**src/rtl/servo_frame_scheduler.sv**
```systemverilog
// Multi-channel servo PWM scheduler: one shared frame counter, clamped command
// targets, slew-limited pulse widths updated at frame boundaries, frame-aligned PWM.
module servo_frame_scheduler #(
    parameter int unsigned NUM_CH      = 4,
    parameter int unsigned FRAME_TICKS = 1000000,
    parameter int unsigned MIN_TICKS   = 100000,
    parameter int unsigned MAX_TICKS   = 200000,
    parameter int unsigned STEP_TICKS  = 1000,
    parameter int unsigned CH_W        = (NUM_CH > 1) ? $clog2(NUM_CH) : 1
) (
    input  logic              i_Clk,
    input  logic              clr,
    input  logic              cmd_valid,
    output logic              cmd_ready,
    input  logic [CH_W-1:0]   cmd_ch,
    input  logic [19:0]       cmd_pos,
    output logic              cmd_err,
    output logic              frame_start,
    output logic [NUM_CH-1:0] busy,
    output logic [NUM_CH-1:0] o_pwm
);

    localparam int unsigned POS_W = 20;
    localparam int unsigned DIF_W = POS_W + 1;

    localparam logic [POS_W-1:0]        LAST_CNT = POS_W'(FRAME_TICKS - 1);
    localparam logic [POS_W-1:0]        MIN_POS  = POS_W'(MIN_TICKS);
    localparam logic [POS_W-1:0]        MAX_POS  = POS_W'(MAX_TICKS);
    localparam logic [POS_W-1:0]        CENTER   = POS_W'((MIN_TICKS + MAX_TICKS) / 2);
    localparam logic [POS_W-1:0]        STEP_POS = POS_W'(STEP_TICKS);
    localparam logic signed [DIF_W-1:0] STEP_S   = $signed(DIF_W'(STEP_TICKS));

    logic [POS_W-1:0]  count_q, count_d;
    logic [POS_W-1:0]  target_q [NUM_CH];
    logic [POS_W-1:0]  target_d [NUM_CH];
    logic [POS_W-1:0]  active_q [NUM_CH];
    logic [POS_W-1:0]  active_d [NUM_CH];
    logic [NUM_CH-1:0] pwm_q, pwm_d;
    logic              frame_start_q, frame_start_d;
    logic              cmd_err_q, cmd_err_d;

    logic              boundary_c;
    logic              accept_c;
    logic              ch_valid_c;
    logic [POS_W-1:0]  pos_clamped_c;

    // Moves the active width toward its target by at most one slew step;
    // the difference is taken in a sign bit wider than the width so it never wraps.
    function automatic logic [POS_W-1:0] slew_step(input logic [POS_W-1:0] tgt,
                                                   input logic [POS_W-1:0] cur);
        logic signed [DIF_W-1:0] diff;
        diff = $signed({1'b0, tgt}) - $signed({1'b0, cur});
        if (diff > STEP_S) begin
            slew_step = cur + STEP_POS;
        end else if (diff < -STEP_S) begin
            slew_step = cur - STEP_POS;
        end else begin
            slew_step = tgt;
        end
    endfunction

    // Boundary cycle blocks commands so a target write never races the slew update.
    assign boundary_c = (count_q == LAST_CNT);
    assign cmd_ready  = !clr && !boundary_c;
    assign accept_c   = cmd_valid && cmd_ready;
    assign ch_valid_c = (32'(cmd_ch) < NUM_CH);

    always_comb begin
        pos_clamped_c = cmd_pos;
        if (cmd_pos < MIN_POS) begin
            pos_clamped_c = MIN_POS;
        end else if (cmd_pos > MAX_POS) begin
            pos_clamped_c = MAX_POS;
        end
    end

    // Next-state for counter, per-channel target/active widths and PWM lines.
    always_comb begin
        count_d       = boundary_c ? '0 : count_q + POS_W'(1);
        frame_start_d = (count_q == '0);
        cmd_err_d     = accept_c && !ch_valid_c;
        pwm_d         = '0;
        busy          = '0;
        for (int i = 0; i < int'(NUM_CH); i++) begin
            target_d[i] = target_q[i];
            active_d[i] = active_q[i];
            pwm_d[i]    = (count_q < active_q[i]);
            busy[i]     = (active_q[i] != target_q[i]);
            if (accept_c && ch_valid_c && (cmd_ch == CH_W'(i))) begin
                target_d[i] = pos_clamped_c;
            end
            if (boundary_c) begin
                active_d[i] = slew_step(target_q[i], active_q[i]);
            end
        end
    end

    always_ff @(posedge i_Clk) begin
        if (clr) begin
            count_q       <= '0;
            pwm_q         <= '0;
            frame_start_q <= 1'b0;
            cmd_err_q     <= 1'b0;
            for (int i = 0; i < int'(NUM_CH); i++) begin
                target_q[i] <= CENTER;
                active_q[i] <= CENTER;
            end
        end else begin
            count_q       <= count_d;
            pwm_q         <= pwm_d;
            frame_start_q <= frame_start_d;
            cmd_err_q     <= cmd_err_d;
            target_q      <= target_d;
            active_q      <= active_d;
        end
    end

    assign o_pwm       = pwm_q;
    assign frame_start = frame_start_q;
    assign cmd_err     = cmd_err_q;

endmodule

```
**config.mk**
```make
export PLATFORM = sky130hd
export DESIGN_NAME = servo_frame_scheduler
export DESIGN_NICKNAME = d
export VERILOG_FILES = /design/src/rtl/servo_frame_scheduler.sv
export SDC_FILE = /design/constraint.sdc
export NUM_CORES = 1
export LEC_CHECK = 0
export CAP_MARGIN = 20
export CORE_MARGIN = 2
export CORE_UTILIZATION = 25
export CTS_CLUSTER_DIAMETER = 120
export CTS_CLUSTER_SIZE = 20
export DETAILED_ROUTE_END_ITERATION = 8
export GPL_TIMING_DRIVEN = 0
export HOLD_SLACK_MARGIN = 0.08
export SYNTH_ARGS = -nofsm -noshare
export SYNTH_HDL_FRONTEND = slang
export SYNTH_SLANG_ARGS = --single-unit
```
**constraint.sdc**
```tcl
create_clock -name i_Clk -period 5.8 [get_ports i_Clk]
set_input_delay 1.45 -clock i_Clk [delete_from_list [all_inputs] [get_ports i_Clk]]
set_output_delay 1.45 -clock i_Clk [all_outputs]
set_load 0.05 [all_outputs]
```
# Yosys cells after proc, flatten, opt, wreduce, memory -nomap -nowiden
# Cells that the tools add are included.
[word_totals]
inputBits = 25
output_inout_bits = 11
ff_bits = 185
[op_classes]
reduce_logical = 11
order_cmp = 14
eq_ne = 8
n_addsub = 13
muxes = 10
[op_table]
columns = ["operator", "count"]
rows = [
  ["$mux W20", 10],
  ["$gt A21 B11 Y1 const B", 4],
  ["$lt A21 B11 Y1 const B", 4],
  ["$sub A20 B20 Y21", 4],
  ["$add A20 B10 Y20 const B", 4],
  ["$lt A20 B20 Y1", 4],
  ["$ne A20 B20 Y1", 4],
  ["$sub A20 B10 Y20 const B", 4],
  ["$add A20 B1 Y20 const B", 1],
  ["$eq A20 B20 Y1 const B", 1],
  ["$gt A20 B18 Y1 const B", 1],
  ["$logic_not A20 Y1", 1],
  ["$lt A20 B17 Y1 const B", 1],
  ["$logic_and A1 B1 Y1", 6],
  ["$eq A2 B2 Y1 const B", 2],
  ["$eq A2 B1 Y1 const B", 1],
  ["$logic_not A1 Y1", 2],
  ["$logic_not A2 Y1", 1],
  ["$reduce_or A2 Y1", 1],
]

# Longest topological paths before layout
# Gate-level depths: netlist of the first run.
[logic_depth]
depth_word = 5
depth_mapped = 17

# Worst setup path before layout of the first run
# Ideal clock, no wire load.
[synth_path]
path_type = "input port to output port"
startpoint = "input port clr"
endpoint = "output port cmd_ready"
stages = 5
arrival_ns = 2.734
setup_slack_ns = 1.616
cell_sequence = "clkbuf_1 -> nand2b_1 -> inv_2 -> clkbuf_1 -> clkbuf_1"
[synth_via]
elab_chain_len = 2
[synth_lines]
columns = ["item", "line", "rtl"]
rows = [
  ["start, declared", "12", "input logic clr,"],
  ["$logic_not A1 Y1", "64", "assign cmd_ready = !clr && !boundary_c;"],
  ["$logic_and A1 B1 Y1", "64", ""],
  ["end, declared", "14", "output logic cmd_ready,"],
]
# Every way passes these cells.

# Final worst setup path of the first run
# Same ends and word-level chain as after synthesis.

==> summary.md, run 1 <==
| Metric | Value |
|---|---|
| Run status | `completed` |
| GP Congestion | `approximately 0.94` |
| P_leak | `7.81 nW` |
| First-pass GRT wire length | `96400 um` |
| Final Cell Area | `19400 um2` |
| Yosys warnings | `0` |
| Starting Density | `0.253` |
| RR Endpoint | `active_q[21]$_SDFFE_PP0P_` |
| Synth Net Count | `2491` |
| DRC viols | `0` |
| Logic pwr share | `0.274` |
| Area leader, netlist | `dfxtp_1` |
| Req. time, crit path | `4350 ps` |
| Fill cells | `7553` |
| Layout cell share with drive strength beyond 1 | `0.0563` |
| Clk Latency, worst-skew pair | `460 ps` |
| Maximum VDD drop | `0.155 mV` |
| First-iteration detailed-routing DRC count | `2031` |
| Sequential power share | `0.383` |
| Worst R2R Setup Slack | `1210 ps` |
| Crit start category | `input pin` |
| Worst R2R Path Depth | `14` |
| Final WS setup | `approximately 170 ps` |
| Synth top area share | `0.213` |
| Count leader, synth | `a21oi_1` |
| DP Area | `18900 um2` |
| Die W | `between 200 and 300 um` |
| Internal power | `between 2 and 2.5 mW` |
| Clock sinks | `185` |
| Synthesized flop and latch total | `185` |
| Post-synth top cells | `a21oi_1 (204), nand2_1 (192), nor2_1 (192)` |
| Area Growth Syn to Fin | `12.1%` |
| Reg-to-reg startpoint | `active_q[30]$_SDFFE_PP0P_` |
| Final Critical Period | `5630 ps` |
| Crit path capture | `cmd_ready` |
| Initial antenna violation count | `0` |
| Final Setup Violations | `0` |
| Total negative slack | `0 ps` |
| Worst Tran Pin Value | `between 1000 and 1500 ps` |
| Post-layout util | `0.283` |
| DRT antenna net count | `0` |
| Via density | `around 5.5` |
| Final #Nets | `2545` |
| Cell area after synthesis | `17400 um2` |
| Worst endpoint data arrival time | `approximately 4200 ps` |
| FF/Latch Area | `3700 um2` |
| Hold WC Path Type | `reg2reg` |
| WHS | `478 ps` |
| Synthesized netlist cell count | `2296` |
| Tcrit/Tclk final | `0.971` |
| Num CTS Buffers | `17` |
| CP max FO | `10` |
| Crit path launch | `clr` |
| Clock transition at path regs | `70 ps` |
| Hold Path Stages | `2` |
| Top FF cell, synth | `dfxtp_1` |
| Net switching power | `roughly 1.2 mW` |
| Vias in the first global route | `16300` |
| Die area | `a little over 70000 um2` |
| CTS tree | `done` |
| Synth top area cells | `dfxtp_1 (21%), ha_1 (12%), a21oi_1 (5.9%), xnor2_1 (4.3%), nand2_1 (4.2%)` |
| ANT cells | `0` |
| RSZ-0062 raised after global routing | `no` |
| Die Y | `around 270 um` |
| Overall global routing resource usage | `0.172` |
| Power Dens Cells | `176 nW/um2` |
| Area of the multi-input gates | `12700 um2` |
| Overall power | `3.42 mW` |
| Largest net degree at the start of global routing | `17` |
| DP Cell Count | `3262` |
| IO Port Bufs | `33` |
| Vias | `18100` |
| Pre-antenna DRT Iters | `6` |
| IO Count | `36` |
| Core ar. | `approximately 70000 um2` |
| Mean post-synth cell area | `7.56 um2` |
| Wirelength, routed | `62900 um` |
| Sequential area share after synthesis | `0.213` |
| # rows | `96` |
| Synth cell types | `approximately 100` |
| Skew final | `approximately 11 ps` |
| CP endpoint kind | `primary output` |
| Slew Limit Headroom | `0.233` |
| # H-tree levels | `4` |
| Ys async rst share | `0` |
| Clock root buffer | `clkbuf_16` |
| Maxcap violations | `0` |
| EDFF count, synth | `0` |
| Sw Ratio | `0.349` |
| Setup WS pre-CTS | `-144 ps` |
| Slew Limit Fails | `0` |
| DR WL/cell | `about 19 um` |
| Final Hold Viols | `0` |
| Post-CTS Hold Buffers | `0` |
| Total gr overflow | `0` |
| Non-Filler Instances | `3292` |
| CTS max path bufs | `2` |
| Fmax | `~180 MHz` |
| Clk network pwr share | `0.343` |
| Worst Setup Path Type | `in2out` |
| Dpl hpwl | `48000 um` |
[how the worst min path moves through the flow]
stage,start,to
5_1_grt,target_q[22]$_SDFFE_PP0P_,target_q[22]$_SDFFE_PP0P_
6_report,target_q[0]$_SDFFE_PP0P_,target_q[0]$_SDFFE_PP0P_
4_1_cts,target_q[60]$_SDFFE_PP0P_,target_q[60]$_SDFFE_PP0P_
3_5_place_dp,target_q[60]$_SDFFE_PP0P_,target_q[60]$_SDFFE_PP0P_
3_3_place_gp,target_q[60]$_SDFFE_PP0P_,target_q[60]$_SDFFE_PP0P_
2_1_floorplan,target_q[0]$_SDFFE_PP0P_,target_q[0]$_SDFFE_PP0P_
[critical path, cell delays in order]
cell and delay [ps]:
clkbuf_1 260, nand2b_1 260, inv_2 70, clkbuf_1 730
clkbuf_2 520, clkdlybuf4s50_1 890
[repair_timing]
action | in CTS | in global routing
resized for setup | 1 | 0
endpoints found under the hold margin | 0 | 0
buffers inserted | 0 | 0
setup endpoints to repair | 1 | 0
[cells by family (layout without fill, tap and decap cells)]
kind of cell / after synthesis / after routing / synth area share
AO/OA/AOI/OAI: 751 / 751 / 0.301
XOR/XNOR: 109 / 109 / 0.0550
adder cells (fa/ha/maj): 170 / 170 / 0.124
buffers and inverters: 240 / 305 / 0.0562
flip-flops: 185 / 185 / 0.213
multiplexers: 17 / 17 / 0.0103
other: 1 / 1 / 0.000216
AND/OR/NAND/NOR: 823 / 823 / 0.239
[final cells by class]
cell class / count / area share
Sequential cell: 185 / 0.190
Multi-Input combinational cell: 1871 / 0.653
Buffer: 113 / 0.0257
Clock inverter: 11 / 0.00598
Clock buffer: 19 / 0.0228
Tap cell: 931 / 0.0599
Inverter: 127 / 0.0245
Timing Repair Buffer: 35 / 0.0178
[metal layers]
| metal | vias up | GRT usage | share of wire |
|---|---|---|---|
| li1 | 8700 | - | - |
| met1 | 8494 | 0.247 | 0.46 |
| met2 | 800 | 0.262 | 0.43 |
| met3 | 114 | 0.0224 | 0.076 |
| met4 | 0 | 0.0636 | 0.035 |
| met5 | - | 0 | 0 |
[flip-flops by register name (all words and copies together) (netlist names)]
signal	flops
o_pwm	4
count_q	20
frame_start	1
active_q	80
target_q	80
[layout by cell type (no fill, tap or decap), drive strengths merged, types with 11 or more instances in the layout]
cell,n
a21oi,209
nand3,79
nor3,69
nor2b,26
nand2,195
a21o,64
and2,27
o2111ai,13
a311oi,11
dfxtp,185
nor2,193
a31oi,21
or4,12
a221oi,19
xnor2,86
xor2,23
o21bai,13
o22ai,14
or3,37
a2111oi,17
a211oi,57
clkdlybuf4s50,33
o21a,17
o31ai,13
inv,131
ha,166
nor3b,14
clkbuf,88
nand4,39
mux2i,13
nand2b,26
buf,46
a211o,48
o211ai,20
and3,33
o221ai,26
o21ai,117
nor4,32
[power by group through the flow]
stage	clock network, mW	registers (mW)	logic, mW
after global routing	1.23	1.31	1.01
final	1.17	1.31	0.939
after global placement	0	1.34	0.913
after floorplan	0	1.33	0.645
after detailed placement	0	1.34	0.916
after CTS	1.18	1.31	0.921
Note: power is estimated with default switching activity, not from simulation.
==> inputs of run 2 (changes only) <==
--- a/config.mk
+++ b/config.mk
@@ -7,7 +7,7 @@
 export LEC_CHECK = 0
 export CAP_MARGIN = 20
 export CORE_MARGIN = 2
-export CORE_UTILIZATION = 25
+export CORE_UTILIZATION = 46
 export CTS_CLUSTER_DIAMETER = 120
 export CTS_CLUSTER_SIZE = 20
 export DETAILED_ROUTE_END_ITERATION = 8
==> summary.md, run 2 (synthesis results as in run 1) <==
| Metric | Value |
|---|---|
| Total negative slack | `0 ps` |
| Clock root buffer | `clkbuf_16` |
| Area Growth Syn to Fin | `9.13%` |
| CTS max path bufs | `2` |
| Internal power | `2.24 mW` |
| Clk Latency, worst-skew pair | `460 ps` |
| Logic pwr share | `0.272` |
| P_leak | `between 7 and 8 nW` |
| # rows | `between 70 and 80` |
| Net switching power | `between 1 and 1.5 mW` |
| Most frequent cells in the layout | `a21oi_1 (204), nand2_1 (192), nor2_1 (192)` |
| Final Hold Viols | `0` |
| Worst endpoint data arrival time | `around 4300 ps` |
| Die Y | `198 um` |
| Crit start category | `input pin` |
| Final Cell Area | `18900 um2` |
| Num CTS Buffers | `17` |
| Most common cell after layout, fill and taps aside | `a21oi_1` |
| RSZ-0062 raised after global routing | `no` |
| First-pass GRT wire length | `~98000 um` |
| Largest net degree at the start of global routing | `18` |
| Worst Setup Path Type | `in2out` |
| Dpl hpwl | `49200 um` |
| Post-cts sizing count | `0` |
| Core ar. | `37400 um2` |
| Vias | `18100` |
| Slew Limit Fails | `0` |
| Starting Density | `0.464` |
| IO Port Bufs | `33` |
| Area of the multi-input gates | `12700 um2` |
| CP endpoint kind | `primary output` |
| Slew Limit Headroom | `0.185` |
| IO Count | `36` |
| Skew final | `13.4 ps` |
| Top Registers | `active_q (80), target_q (80), count_q (20)` |
| Overall global routing resource usage | `0.325` |
| Post-CTS Hold Buffers | `0` |
| Tcrit/Tclk final | `0.992` |
| Fill cells | `around 3700` |
| Total gr overflow | `0` |
| Run status | `completed` |
| Layout cell share with drive strength beyond 1 | `0.0562` |
| CTS tree | `done` |
| Final Critical Period | `around 5800 ps` |
| Clock transition at path regs | `70 ps` |
| First-iteration detailed-routing DRC count | `~1800` |
| Power Dens Cells | `182 nW/um2` |
| # H-tree levels | `4` |
| Die W | `slightly below 200 um` |
| DRC viols | `0` |
| Vias in the first global route | `17000` |
| Final Setup Violations | `0` |
| Overall power | `3.45 mW` |
| Worst Tran Pin Value | `1210 ps` |
| GP Congestion | `a little under 1` |
| Die area | `39300 um2` |
| Via density | `6.31` |
| Post-layout util | `0.506` |
| Postcts setup bufs | `0` |
| FF/Latch Area | `3700 um2` |
| Sequential power share | `0.380` |
| Wirelength, routed | `roughly 64000 um` |
| Final #Nets | `2547` |
| CP max FO | `10` |
| WHS | `483 ps` |
| DP Area | `18400 um2` |
| Initial antenna violation count | `0` |
| Clock sinks | `about 190` |
| DRT antenna net count | `0` |
| Clk network pwr share | `0.348` |
| DR WL/cell | `22.2 um` |
| Hold WC Path Type | `reg2reg` |
| Sw Ratio | `0.351` |
| Maximum VDD drop | `0.225 mV` |
| Req. time, crit path | `4350 ps` |
| Fmax | `174 MHz` |
| Maxcap violations | `0` |
| Pre-antenna DRT Iters | `6` |
==> run 2: metal layers <==
metal,up-vias,routed length (um),GRT usage
met1,8493,28600,0.444
li1,8694,-,-
met3,160,4590,0.0390
met2,802,27400,0.506
met4,0,3290,0.160
met5,-,0,0
==> run 2: cell type report <==
type                       instances  share of cell area
timing repair buffer              37              0.0188
tap                              511              0.0338
inverter                         127              0.0252
clock inverter                    12             0.00674
clock buffer                      20              0.0236
sequential                       185               0.196
buffer                           113              0.0264
antenna                            1            0.000132
multi-input combinational       1871               0.670
==> run 2: stage by stage <==
step,cells,setup slack [ps]
2_1_floorplan,2296,1620
3_3_place_gp,2840,84.1
3_5_place_dp,2843,79.5
4_1_cts,2875,76.3
5_1_grt,2876,7.78
6_report,2877,47.4
==> run 2: worst paths after layout <==
kind	start	to	slack, ps	depth (start not counted)
setup / recovery	clr	cmd_ready	50	6
hold / removal	target_q[60]$_SDFFE_PP0P_	target_q[60]$_SDFFE_PP0P_	480	2
setup reg to reg	active_q[30]$_SDFFE_PP0P_	active_q[21]$_SDFFE_PP0P_	1130	14
hold reg to reg	target_q[60]$_SDFFE_PP0P_	target_q[60]$_SDFFE_PP0P_	480	2
==> run 2: power groups by stage <==
stage	Clock (mW)	Combinational [mW]	Sequential, mW
after CTS	1.20	0.920	1.31
final	1.20	0.938	1.31
after floorplan	0	0.645	1.33
after global routing	1.25	1.02	1.31
after global placement	0	0.904	1.34
after detailed placement	0	0.915	1.34
==> run 2: critical path, stage by stage <==
cell and delay [ps]:
clkbuf_1 240, nand2b_1 260, inv_2 70, clkbuf_1 700, clkbuf_1 630, clkdlybuf4s50_1 930
